--- src/rtl/fir_scie_sequencer.sv ---
// rtl/fir_scie_sequencer.sv - LOAD/PUSH/READ instruction sequencer for the pipelined FIR unit
// Optional FIR_SEQ_PERF_EN adds perf_samples / perf_stall counters.
`timescale 1ns/1ps
module fir_scie_sequencer #(
  parameter int          NUM_TAPS = 5,
  parameter int          DATA_W   = 64,
  parameter logic [31:0] OP_LOAD  = 32'h0000000B,
  parameter logic [31:0] OP_PUSH  = 32'h0000002B,
  parameter logic [31:0] OP_READ  = 32'h0000005B,
  parameter int          PUSH_GAP = 1,
  parameter int          READ_LAT = 1
) (
  input  logic              clock,
  input  logic              reset_n,
  input  logic              cfg_valid,
  output logic              cfg_ready,
  input  logic [7:0]        cfg_index,
  input  logic [DATA_W-1:0] cfg_data,
  input  logic              in_valid,
  output logic              in_ready,
  input  logic [DATA_W-1:0] in_data,
  output logic              out_valid,
  input  logic              out_ready,
  output logic [DATA_W-1:0] out_data,
  output logic              dp_valid,
  output logic [31:0]       dp_insn,
  output logic [DATA_W-1:0] dp_rs1,
  output logic [31:0]       dp_rs2,
  input  logic [DATA_W-1:0] dp_rd,
  output logic              busy,
  output logic              cfg_err
`ifdef FIR_SEQ_PERF_EN
  ,
  output logic [31:0]       perf_samples,
  output logic [31:0]       perf_stall
`endif
);

  typedef enum logic [2:0] {
    S_IDLE, S_LOAD, S_PUSH, S_GAP, S_READ, S_WAITRD, S_HOLD
  } state_t;

  localparam logic [8:0] NUM_TAPS_W = 9'(NUM_TAPS);
  localparam logic [3:0] GAP_INIT   = 4'(PUSH_GAP - 1);
  localparam logic [3:0] LAT_INIT   = 4'(READ_LAT - 1);

  state_t     state;
  logic       idle_rdy;
  logic [3:0] cnt;
  logic       cfg_fire;
  logic       in_fire;

  // Ready is registered so both readies read 0 while reset is held.
  assign cfg_ready = idle_rdy;
  assign in_ready  = idle_rdy & ~cfg_valid;
  assign cfg_fire  = cfg_valid & idle_rdy;
  assign in_fire   = in_valid & in_ready;
  assign busy      = (state != S_IDLE);

  always_ff @(posedge clock or negedge reset_n) begin
    if (!reset_n) begin
      state     <= S_IDLE;
      idle_rdy  <= 1'b0;
      cnt       <= '0;
      dp_valid  <= 1'b0;
      dp_insn   <= '0;
      dp_rs1    <= '0;
      dp_rs2    <= '0;
      out_valid <= 1'b0;
      out_data  <= '0;
      cfg_err   <= 1'b0;
    end else begin
      dp_valid <= 1'b0;
      dp_insn  <= '0;
      dp_rs1   <= '0;
      dp_rs2   <= '0;
      case (state)
        S_IDLE: begin
          idle_rdy <= 1'b1;
          if (cfg_fire) begin
            if ({1'b0, cfg_index} < NUM_TAPS_W) begin
              state    <= S_LOAD;
              idle_rdy <= 1'b0;
              dp_valid <= 1'b1;
              dp_insn  <= OP_LOAD;
              dp_rs1   <= cfg_data;
              dp_rs2   <= {24'd0, cfg_index};
            end else begin
              cfg_err <= 1'b1;
            end
          end else if (in_fire) begin
            state    <= S_PUSH;
            idle_rdy <= 1'b0;
            dp_valid <= 1'b1;
            dp_insn  <= OP_PUSH;
            dp_rs1   <= in_data;
          end
        end
        S_LOAD: begin
          state    <= S_IDLE;
          idle_rdy <= 1'b1;
        end
        S_PUSH: begin
          if (PUSH_GAP == 0) begin
            state    <= S_READ;
            dp_valid <= 1'b1;
            dp_insn  <= OP_READ;
          end else begin
            state <= S_GAP;
            cnt   <= GAP_INIT;
          end
        end
        S_GAP: begin
          if (cnt == 4'd0) begin
            state    <= S_READ;
            dp_valid <= 1'b1;
            dp_insn  <= OP_READ;
          end else begin
            cnt <= cnt - 4'd1;
          end
        end
        S_READ: begin
          state <= S_WAITRD;
          cnt   <= LAT_INIT;
        end
        S_WAITRD: begin
          // dp_rd is only valid in the last wait cycle.
          if (cnt == 4'd0) begin
            state     <= S_HOLD;
            out_data  <= dp_rd;
            out_valid <= 1'b1;
          end else begin
            cnt <= cnt - 4'd1;
          end
        end
        S_HOLD: begin
          if (out_ready) begin
            state     <= S_IDLE;
            out_valid <= 1'b0;
            idle_rdy  <= 1'b1;
          end
        end
        default: begin
          state    <= S_IDLE;
          idle_rdy <= 1'b1;
        end
      endcase
    end
  end

`ifdef FIR_SEQ_PERF_EN
  always_ff @(posedge clock or negedge reset_n) begin
    if (!reset_n) begin
      perf_samples <= '0;
      perf_stall   <= '0;
    end else if (state == S_HOLD) begin
      if (out_ready) perf_samples <= perf_samples + 32'd1;
      else           perf_stall   <= perf_stall + 32'd1;
    end
  end
`endif

endmodule

--- config.mk ---
export PLATFORM = sky130hd
export DESIGN_NAME = fir_scie_sequencer
export DESIGN_NICKNAME = d
export VERILOG_FILES = /design/src/rtl/fir_scie_sequencer.sv
export SDC_FILE = /design/constraint.sdc
export NUM_CORES = 1
export LEC_CHECK = 0
export CAP_MARGIN = 20
export CORE_AREA = 2 2 155 157
export DETAILED_ROUTE_END_ITERATION = 10
export DIE_AREA = 0 0 157 159
export PLACE_DENSITY = 0.68
export RECOVER_POWER = 25
export SYNTH_ARGS = -nofsm -noshare
export SYNTH_HDL_FRONTEND = slang
export SYNTH_SLANG_ARGS = --single-unit
--- constraint.sdc ---
create_clock -name clock -period 1.92 [get_ports clock]
set_input_delay 0.384 -clock clock [delete_from_list [all_inputs] [get_ports clock]]
set_output_delay 0.384 -clock clock [all_outputs]
set_load 0.03 [all_outputs]
# Word level (Yosys, flattened, before mapping)

Index checks and enable logic that the tools add are counted.

Add/sub/neg operators: 1
Multipliers: 0
Div/mod/pow operators: 0
Magnitude comparators: 1
Equality and inequality tests: 11
Shift-type cells: 0
Multiplexer cells: 34
Bitwise gates (word level): 6
Reductions and logical operators: 14

Operators by type and width:

| cell                 | number |
|---|---|
| $mux W64             | 4 |
| $pmux W32 S2         | 1 |
| $mux W32             | 1 |
| $mux W8              | 3 |
| $mux W3              | 6 |
| $pmux W3 S6          | 1 |
| $mux W1              | 10 |
| $eq A3 B3 Y1 const B | 3 |
| $lt A8 B3 Y1 const B | 1 |
| $mux W4              | 2 |
| $ne A2 B2 Y1 const B | 4 |
| $pmux W4 S2          | 1 |
| $mux W7              | 1 |
| $eq A3 B2 Y1 const B | 2 |
| $mux W6              | 1 |
| $ne A3 B3 Y1 const B | 2 |
| $reduce_and A2 Y1    | 3 |
| $reduce_and A3 Y1    | 2 |
| $reduce_and A5 Y1    | 1 |
| $logic_not A4 Y1     | 1 |
| $pmux W1 S2          | 2 |
| $reduce_bool A2 Y1   | 2 |
| $reduce_or A2 Y1     | 2 |
| $reduce_or A4 Y1     | 1 |
| 6 further kinds      | 10 |

Register bits after elaboration: 203
Bits in latches: 0
RAM bits: 0
Memory bits (read-only): 0
Input bits: 205
Output and inout bits: 198
Logic and storage cells: 77
Memories: 0

# Longest topological paths before layout

Gate-level depths: netlist of run 1.

Depth after elaboration: 6
Mapped depth: 7
Mapped depth without buffers: 5

# Least setup slack after synthesis of run 1

OpenSTA, ideal clock, no wires.

Path type: register -> register
Start: register cnt[0]
End: register out_data[10]
Library setup time: 125 ps
Data arrival time: 1590 ps
Required time: 1795 ps
Path slack: 205 ps
Stages on the path, launching flop included: 8
Buffers on the path: 2
Period minus slack after synthesis: 1715 ps
Cells stage by stage: dfrtp_1 > inv_1 > ha_1 > nor3b_2 > nand4_1 > buf_4 > buf_6 > mux2_4

Cells in the longest elaborated chain, start to end: 2

Ends and longest elaborated chain:

| element                     | line | text |
|---|---|---|
| start, declared             | 49   | `logic [3:0] cnt;` |
| start signal, assigned      | 119  | `cnt <= cnt - 4'd1;` |
| start signal, assigned      | 133  | `cnt <= cnt - 4'd1;` |
| $logic_not A4 Y1            | 128  | `if (cnt == 4'd0) begin` |
| $reduce_and A2 Y1 (no line) | n/a  |  |
| end signal, assigned        | 130  | `out_data <= dp_rd;` |
| end, declared               | 24   | `output logic [DATA_W-1:0] out_data,` |

Every way passes these cells.
A chain may end at the register's enable or synchronous reset.

# Worst setup path after layout of run 1

Start: register out_data[8]
End: output port out_data[8]

No word-level cell between the ends.

==> impl_results.md, run 1 <==
* Status: finished, final reports clean
* Slowest stage cell, crit path: clkdlybuf4s50_1
* Antenna violations before repair at 1
* Clock sinks at 149
* Total power at 14.71 mW
* Min Tclk post-route at 1.872 ns
* Number of global-route vias before repair at 5,052
* Startpoint Class: flip-flop
* Max-slew violations at 0
* Synth cell types at 40
* Crit. End Element: primary output
* Final routed DRC violation total at 0
* Hold/Removal Path Class: reg -> reg
* Async set-reset flop share out of synthesis at 1.000
* Final WL at 20,420 µm
* FP Rows at 56
* Post-synth EDFFs at 0
* Clock Latency Late Sink at 0.42 ns
* Period Utilization, post-route at 0.9749
* Wire per inst at 18.15 µm
* Layout cells sized above 1 at 0.1700
* Met2 WL post-DR at 10,410 µm
* Die area at 0.02496 mm²
* Leakage power at 4.819 nW
* Synth area leaders: dfrtp_1 60%, mux2_4 9.3%, buf_4 6.8%
* TritonCTS clock tree: yes
* Reg2Reg Depth at 7
* First-pass GRT wire length at 29,990 µm
* Number of DRC markers in iteration 0 at 216
* Syn. warnings at 0
* Avg Inst Size Synth at 14.75 µm²
* Maximum capacitance violations at 0
* Worst IR Drop VDD at 654.9 µV
* Grt total ovfl at 0
* Post-route worst setup slack at 0.04817 ns
* Slew headroom at 0.2098
* H-tree Lvls at 4
* Met1 WL at 7613 µm
* IO Pins at 403
* CP peak stage delay at 0.73 ns
* Vias at 4,834
* Synth Cell Area at 0.006163 mm²
* Met3 Routed Length at 1991 µm
* Yosys reg bits at 149
* Fin Setup TNS at 0 ns
* Crit path depth at 1
* Top_reg_cell synth: dfrtp_1
* Largest net degree at the start of global routing at 41
* Clock skew at 0.01344 ns
* Via density at 4.297
* Die height at 159 µm
* Worst Path Buf+Inv at 1
* Core area at 0.02319 mm²
* Syn-to-layout area delta at 73.77%
* Final setup vio count at 0
* Num CTS Buffers at 17
* CP Class: reg -> out
* GR Util All Layers at 0.1598
* Post-synthesis sequential area ratio at 0.6050
* Post-layout nets at 999
* Die width at 157 µm
* DR pass1 iterations at 4
* DP Wirelength at 15,410 µm
* CP required at 1.54 ns
* Gp weighted congestion at 0.8027
* Hold Path Stages at 1
* Ant. Diodes at 0
* Worst slack at placement at -0.1793 ns
* Synth top area share at 0.6050
* Cells after Synth at 418
* Starting Density at 0.2658
* Clk buf depth at 2
* Power per cell area at 1373 mW/mm²
* Leading area contributor after synthesis: dfrtp_1
* Final Hold Viols at 0
* Crit path DAT at 1.49 ns
* Crit path max-delay family: buffers and inverters
* CP Cell Sequence: clkdlybuf4s50_1
* Top sig layer: met4
* Top cells by count, synth: 149 x dfrtp_1, 56 x buf_4, 44 x a22o_1
* Max Fclk at 534.2 MHz
* Most common cell in the synthesized netlist: dfrtp_1
* Worst Path Max Fanout at 2
* Routed Antenna Nets at 0
* CTS Root Cell: clkbuf_16
* Clock-pin slew on the worst setup and hold paths at 0.07 ns
* I/O Buffers at 352
* Worst slew pin tran at 1.185 ns
-- metrics by stage --
step                std cells    util  hold slack, ns  instance area (µm²)
floorplan                 472       -         0.08841                 6366
global placement         1089  0.4341          0.3550                10070
detailed placement       1089  0.4341          0.3563                10070
CTS                      1122  0.4608          0.4627                10690
global route             1125  0.4618          0.4983                10710
finish                   1125  0.4618          0.4743                10710
-- layout by cell type, fill, tap and decap left out, drive strengths merged, types with 2 or more instances in the layout --
cell,count
a21o,2
a21oi,3
a22o,44
a32o,21
and3,5
buf,31
bufinv,3
clkbuf,21
clkdlybuf4s50,339
clkinv,4
conb,55
dfrtp,149
dlygate4sd2,8
dlymetal6s2s,2
inv,13
mux2,64
mux2i,3
nand2,4
nand3,2
nand4,2
nand4b,2
nor2,2
nor3,5
o21ai,4
or3b,2
-- registers in the layout, indices dropped and copies added, names as in the netlist --
name	flops
dp_insn	3
dp_rs1	64
out_valid	1
state	3
cfg_ready	1
cfg_err	1
out_data	64
cnt	4
dp_rs2	8
-- final cells by class --
cell class,count,area [µm²]
clock buffers,17,425.4
clock inverters,15,188.9
fillers,2073,12480
inverters,6,22.52
multi-input cells,234,2041
flip-flops and latches,149,3729
well taps,319,399.1
repair buffers,385,3905
-- per-layer routing --
layer,up-vias,global-route usage
met1,2380,0.1785
met5,-,0
met2,275,0.2817
met4,0,0.05588
li1,2153,-
met3,26,0.05362
-- final timing paths --
| kind | from | to | slack (ns) |
|---|---|---|---|
| worst max-delay path | out_data[8]$_DFFE_PN0P_ | out_data[8] | 0.05 |
| worst min-delay path | cfg_err$_DFFE_PN0P_ | cfg_err$_DFFE_PN0P_ | 0.47 |
| worst max register to register | cnt[1]$_DFFE_PN0P_ | out_data[16]$_DFFE_PN0P_ | 0.08 |
| worst min register to register | cfg_err$_DFFE_PN0P_ | cfg_err$_DFFE_PN0P_ | 0.47 |
| max in group asynchronous | reset_n | dp_rs1[38]$_DFF_PN0_ | 0.23 |
| min in group asynchronous | reset_n | dp_rs1[42]$_DFF_PN0_ | 0.74 |
-- report_power, final --
group	internal [mW]	total, mW	switching, mW
sequential	4.04	4.53	0.487
clock	2.08	3.55	1.47
combinational	3.16	6.63	3.46
-- timing repair --
item	4_1_cts	5_1_grt
setup endpoints to repair	9	54
hold endpoints to repair	35	0
gates resized for setup	10	7
hold buffers	1	0
pin swaps	0	1
buffers inserted	0	3
cloned	0	0
-- cell families (layout without fill, tap and decap cells) --
family          count (synthesis)  count (layout)  synth area share
fa+ha+maj                       1               1          0.002030
buf+inv                        89             423            0.1013
xor+xnor                        2               2          0.002843
mux                            67              67            0.1449
compound gates                 79              79            0.1114
other cells                     1              55         0.0006084
simple gates                   30              30           0.03187
flops                         149             149            0.6050
Power figures use the tool's default switching activity.
==> run 2: changes to the inputs <==
- CAP_MARGIN: 20 -> 25
==> results of run 2 <==
No change in the layout: final DEF, timing and power equal those of run 1.
